$ cat config.mk
export PLATFORM = sky130hd
export DESIGN_NAME = alu_arbiter
export DESIGN_NICKNAME = d
export VERILOG_FILES = /design/src/rtl/alu_arbiter.sv
export SDC_FILE = /design/constraint.sdc
export NUM_CORES = 1
export LEC_CHECK = 0
export ABC_AREA = 1
export CAP_MARGIN = 5
export CORE_AREA = 2 2 117 119
export CTS_CLUSTER_SIZE = 8
export DETAILED_ROUTE_END_ITERATION = 10
export DIE_AREA = 0 0 119 121
export PLACE_DENSITY = 0.64
export SKIP_LAST_GASP = 1
export SLEW_MARGIN = 20
export SYNTH_ARGS = -nofsm -noshare
export SYNTH_HDL_FRONTEND = slang
export SYNTH_SLANG_ARGS = --single-unit
$ cat constraint.sdc
create_clock -name clk -period 2.41 [get_ports clk]
set_clock_uncertainty 0.15 [all_clocks]
set_input_delay 0.482 -clock clk [delete_from_list [all_inputs] [get_ports clk]]
set_output_delay 0.482 -clock clk [all_outputs]
set_load 0.05 [all_outputs]
$ cat src/rtl/alu_arbiter.sv
// -----------------------------------------------------------------------------
// alu_arbiter
//   Shares one combinational ALU between two requesters. A round-robin
//   arbiter picks one request per cycle, steers its decode fields and
//   operands to the ALU, and captures the ALU result into a one-entry
//   response register tagged with the owning requester.
//
//   Optional feature macro: ALU_ARB_FIXED_PRIO_EN
//     defined   -> req0 always wins a contest; no last-grant pointer exists
//     undefined -> round-robin between req0 and req1 (default build)
//
// Ports
//   clk                    rising-edge clock
//   reset                  synchronous active-high reset
//   reqN_valid/ready       request handshake, N = 0,1
//   reqN_opcode/funct/add_rshift_type, reqN_a/b   request fields
//   dec_opcode/funct/add_rshift_type              fields to the shared decoder
//   alu_a, alu_b           operands to the shared ALU
//   alu_result             combinational ALU result for alu_a/alu_b
//   rspN_valid/ready       response handshake, N = 0,1
//   rsp_data               registered result, common to both responses
// -----------------------------------------------------------------------------
module alu_arbiter #(
   parameter int DWIDTH = 32
) (
   input  logic              clk,
   input  logic              reset,

   input  logic              req0_valid,
   output logic              req0_ready,
   input  logic [6:0]        req0_opcode,
   input  logic [2:0]        req0_funct,
   input  logic              req0_add_rshift_type,
   input  logic [DWIDTH-1:0] req0_a,
   input  logic [DWIDTH-1:0] req0_b,

   input  logic              req1_valid,
   output logic              req1_ready,
   input  logic [6:0]        req1_opcode,
   input  logic [2:0]        req1_funct,
   input  logic              req1_add_rshift_type,
   input  logic [DWIDTH-1:0] req1_a,
   input  logic [DWIDTH-1:0] req1_b,

   output logic [6:0]        dec_opcode,
   output logic [2:0]        dec_funct,
   output logic              dec_add_rshift_type,
   output logic [DWIDTH-1:0] alu_a,
   output logic [DWIDTH-1:0] alu_b,
   input  logic [DWIDTH-1:0] alu_result,

   output logic              rsp0_valid,
   input  logic              rsp0_ready,
   output logic              rsp1_valid,
   input  logic              rsp1_ready,
   output logic [DWIDTH-1:0] rsp_data
);

   logic              rsp_valid_q;
   logic              rsp_owner_q;
   logic [DWIDTH-1:0] rsp_data_q;

   logic              slot_free;
   logic              any_valid;
   logic              winner;
   logic              accept;

`ifndef ALU_ARB_FIXED_PRIO_EN
   // Id of the requester granted most recently; resets to 1 so req0 wins
   // the first contest.
   logic              last_grant_q;
`endif

   // The slot can be refilled in the same cycle its owner drains it.
   always_comb begin
      slot_free = !rsp_valid_q || (rsp_owner_q ? rsp1_ready : rsp0_ready);
      any_valid = req0_valid | req1_valid;
      if (req0_valid && req1_valid) begin
`ifdef ALU_ARB_FIXED_PRIO_EN
         winner = 1'b0;
`else
         winner = ~last_grant_q;
`endif
      end else begin
         winner = req1_valid;
      end
      // Ready depends only on valids and slot state, never on request data.
      accept     = any_valid & slot_free & ~reset;
      req0_ready = accept & ~winner;
      req1_ready = accept &  winner;
   end

   always_comb begin
      dec_opcode          = '0;
      dec_funct           = '0;
      dec_add_rshift_type = 1'b0;
      alu_a               = '0;
      alu_b               = '0;
      if (any_valid) begin
         if (winner) begin
            dec_opcode          = req1_opcode;
            dec_funct           = req1_funct;
            dec_add_rshift_type = req1_add_rshift_type;
            alu_a               = req1_a;
            alu_b               = req1_b;
         end else begin
            dec_opcode          = req0_opcode;
            dec_funct           = req0_funct;
            dec_add_rshift_type = req0_add_rshift_type;
            alu_a               = req0_a;
            alu_b               = req0_b;
         end
      end
   end

   always_ff @(posedge clk) begin
      if (reset) begin
         rsp_valid_q <= 1'b0;
         rsp_owner_q <= 1'b0;
         rsp_data_q  <= '0;
      end else if (accept) begin
         rsp_valid_q <= 1'b1;
         rsp_owner_q <= winner;
         rsp_data_q  <= alu_result;
      end else if (slot_free) begin
         // Drained (or already empty): data is kept, only valid drops.
         rsp_valid_q <= 1'b0;
      end
   end

`ifndef ALU_ARB_FIXED_PRIO_EN
   always_ff @(posedge clk) begin
      if (reset) begin
         last_grant_q <= 1'b1;
      end else if (accept) begin
         last_grant_q <= winner;
      end
   end
`endif

   assign rsp0_valid = rsp_valid_q & ~rsp_owner_q;
   assign rsp1_valid = rsp_valid_q &  rsp_owner_q;
   assign rsp_data   = rsp_data_q;

endmodule

## After elaboration in Yosys (flattened, before gate mapping)

Index checks and enable logic that the tools add are counted.

- Register bits after elaboration: 35
- Logic and storage cells: 33
- Output and inout port bits: 111
- Input port bits: 188

- Reductions and logical operators: 4
- Multiplexer cells: 14
- Bitwise operators: 11

Operators with widths:

| cell | number |
|---|---|
| 2-to-1 mux 32 bit | 4 |
| 2-to-1 mux 7 bit | 2 |
| AND 1 bit | 6 |
| 2-to-1 mux 1 bit | 6 |
| 2-to-1 mux 3 bit | 2 |
| inverter 1 bit | 4 |
| nonzero test 2 bit | 1 |
| logical AND 1 bit | 1 |
| zero test 1 bit | 1 |
| logical OR 1 bit | 1 |
| bitwise OR 1 bit | 1 |

## Depth between registers and ports, before layout

- Word-level depth: 5
- Gate-level depth with buffers: 7
- Mapped depth without buffers: 6

## Worst setup path before layout

Ideal clock, no wire load.

- Path type: input to output
- From: input port rsp1_ready
- To: output port req1_ready
- Arrival time: 1604 ps
- Buffers on the path: 1
- Required time: 1778 ps
- Stages: 5
- Slack: 174 ps
- Cells stage by stage: nand2_1 -> nand3_1 -> nand3_2 -> buf_4 -> nor2_1

- Longest elaborated chain between the ends: 5

RTL lines:

| what | line | text |
|---|---|---|
| start, declared | 55 | `input logic rsp1_ready,` |
| 2-to-1 mux 1 bit | 76 | `slot_free = !rsp_valid_q \|\| (rsp_owner_q ? rsp1_ready : rsp0_ready);` |
| logical OR 1 bit | 76 |  |
| AND 1 bit (2 in a row) | 88 | `accept = any_valid & slot_free & ~reset;` |
| AND 1 bit | 90 | `req1_ready = accept & winner;` |
| end, declared | 38 | `output logic req1_ready,` |

Every way passes these cells.

## Final worst setup path

- From: input port req1_valid
- To: output port alu_a[1]

- Longest elaborated chain between the ends: 4
- Elaborated cells between the ends (all ways): 5
- Classes of those cells: mux (3); bitwise (1); reduce/logical (1)

RTL lines:

| what | line | text |
|---|---|---|
| start, declared | 37 | `input logic req1_valid,` |
| logical AND 1 bit | 78 | `if (req0_valid && req1_valid) begin` |
| 2-to-1 mux 1 bit | 78 |  |
| 2-to-1 mux 32 bit | 100 | `if (winner) begin` |
| 2-to-1 mux 32 bit (*) | 99 | `if (any_valid) begin` |
| end, declared | 48 | `output logic [DWIDTH-1:0] alu_a,` |

Every way passes the cells marked *; elsewhere a longest branch is shown, timed or not.

==> impl_metrics.ini <==
[setup_path]
crit_path_max_incr_delay_ns = 0.30
cp_top_family = buffers and inverters
crit_path_end_kind = primary output
worstSetupPathType = input pin to primary output
crit_arrival_ns = 1.68
cp_max_fo = 39
startpoint_type = input pin
cp_slowest_cell = buf_6
path_cells = dlygate4sd2_1, nand2_2, buf_6, nand3_1, nand2_1, buf_12
critPathRequiredTime_ns = 1.78
path_buf_inv = 3

[sta]
fin_crit_ns = 2.31
setup_tns_ns = 0
final_hold_viol_count = 0
finalCritPeriodShare = 0.960
slew_violations = 0
fmax_ghz = 0.432
setup_ws_ns = 0.0975
setup_viol = 0
whs_ns = 0.325
relSlewSlack = 0.639
rsz0062_at_grt = no
worstMarginPinSlew_ns = 0.540

[synth]
synth_nets = 608
synth_cell_types = 15
yosys_warnings = 0
syn_inst = 420
ys_seq_area_frac = 0.295
syn_area_mm2 = 0.00238
ys_seq_elements = 35
avgSynthCellArea_um2 = 5.66

[floorplanning]
fp.coreArea_mm2 = 0.0131
row_count = 42
initial_utilization = 0.182
die_width_um = 119
io_pins = 299
die_y_um = 121
die-area_mm2 = 0.0144

[layout]
antennaDiodeCount = 0
num-nets-final = 893
num-fill-cells = 1226
layout_commonest_cell = clkdlybuf4s50_1
fin_util = 0.498
syn_to_final_growth_pct = 174
drive_above_1_share = 0.146
most-common-layout-cells = 219 x clkdlybuf4s50_1, 156 x nand2_1, 112 x nand3_1, 80 x buf_12, 42 x inv_1

[drt]
drt-pass1-iter-count = 4
wl_um = 13000
wl_per_cell_um = 14.8
drtIter0Drc = 206
num_vias = 3786
ant_nets = 0
vias_per_cell = 4.30
route.detailed.drc = 0

[global_route]
grt_pass1_wl_um = 19700
globalRoute.totalOverflow = 0
grt_pass1_vias = 3817
grt_max_degree = 77
track_usage = 0.171
antenna_found_initial = 0

[clocking]
cts_buffers = 5
cts.sinks = 35
postCtsHoldBufs = 0
clkLatencyLatePin_ns = 0.27
clockBufferDepth = 2
clk_pin_slew_ns = 0.05
htree_levels = 2
cts_tree = yes
cts-root-buf = clkbuf_16

[placed_design]
preCtsSetupSlack_ns = -0.209
portBuffers = 298
hpwl_um = 10500
gp_congestion = 0.804

[worst_hold_path]
hp-class = register to register

[power]
ir_drop_v = 0.000257
powerDensity_mw_per_mm2 = 501
leakagePower_nw = 2.97

[job]
drv_cap = 0

[outcome]
status = completed
## logic make-up (layout without fill, tap and decap cells)
| kind of cell | after synthesis | count (layout) | share of synthesized area |
|---|---|---|---|
| buffers and inverters | 77 | 362 | 0.135 |
| AO/OA/AOI/OAI | 34 | 34 | 0.0715 |
| flip-flops | 35 | 35 | 0.295 |
| AND/OR/NAND/NOR | 274 | 274 | 0.499 |
## state kept, by name, indices dropped and copies added, names as in the netlist
| signal | flops |
|---|---|
| last_grant_q | 1 |
| rsp_owner_q | 1 |
| rsp_data | 32 |
| rsp_valid_q | 1 |
## routing by layer
metal / share of wire / GRT usage
met1: 0.38 / 0.189
met3: 0.069 / 0.0418
met5: 0 / 0
met2: 0.53 / 0.323
met4: 0.020 / 0.0461
## tightest hold or removal path: cells and delay by family (launching register included)
kind	cells	cell delay, ns
AO/OA/AOI/OAI	1	0.05
flip-flops	1	0.30
AND/OR/NAND/NOR	1	0.07
## repair_timing
action / 4_1_cts / 5_1_grt
setup endpoints to repair: 77 / 0
resized for setup: 3 / 0
buffers inserted: 1 / 0
## Yosys cell counts (all sizes together)
master    n  area (um2)
nand2   157         592
nand3   114         581
inv      44         165
dfxtp    35         701
o21ai    33         165
buf      23         119
clkbuf   10        37.5
nor2      2        7.51
a21oi     1        5.00
nand4     1        6.26
## stage by stage
| step | cells | cell area, um2 | total power, mW |
|---|---|---|---|
| floorplan | 420 | 2380 | 1.52 |
| global placement | 872 | 6310 | 2.55 |
| detailed placement | 872 | 6310 | 2.57 |
| CTS | 881 | 6520 | 3.30 |
| global route | 881 | 6520 | 3.41 |
| finish | 881 | 6520 | 3.26 |
## path summary, 6_finish.rpt
path	end	startpoint	slack, ns	cells after the start
setup / recovery	alu_a[1]	req1_valid	0.1	6
hold / removal	rsp_data[7]$_SDFFE_PP0P_	rsp_data[7]$_SDFFE_PP0P_	0.33	2
setup reg to reg	rsp_data[11]$_SDFFE_PP0P_	rsp_owner_q$_SDFFE_PP0P_	0.95	6
hold reg to reg	rsp_data[7]$_SDFFE_PP0P_	rsp_data[7]$_SDFFE_PP0P_	0.33	2
## layout make-up
type	count	area [um2]	share of cell area
timing repair buffer	311	3910	0.600
multi-input combinational	308	1360	0.208
sequential	35	701	0.107
tap	176	220	0.0338
inverter	44	168	0.0257
clock buffer	5	125	0.0192
clock inverter	2	37.5	0.00576
## report_power, final
group / internal [mW] / switching (mW) / total [mW]
registers: 0.628 / 0.0279 / 0.656
logic: 0.896 / 1.01 / 1.90
clock network: 0.481 / 0.226 / 0.707
No activity file was read; power rests on OpenSTA's default activity.
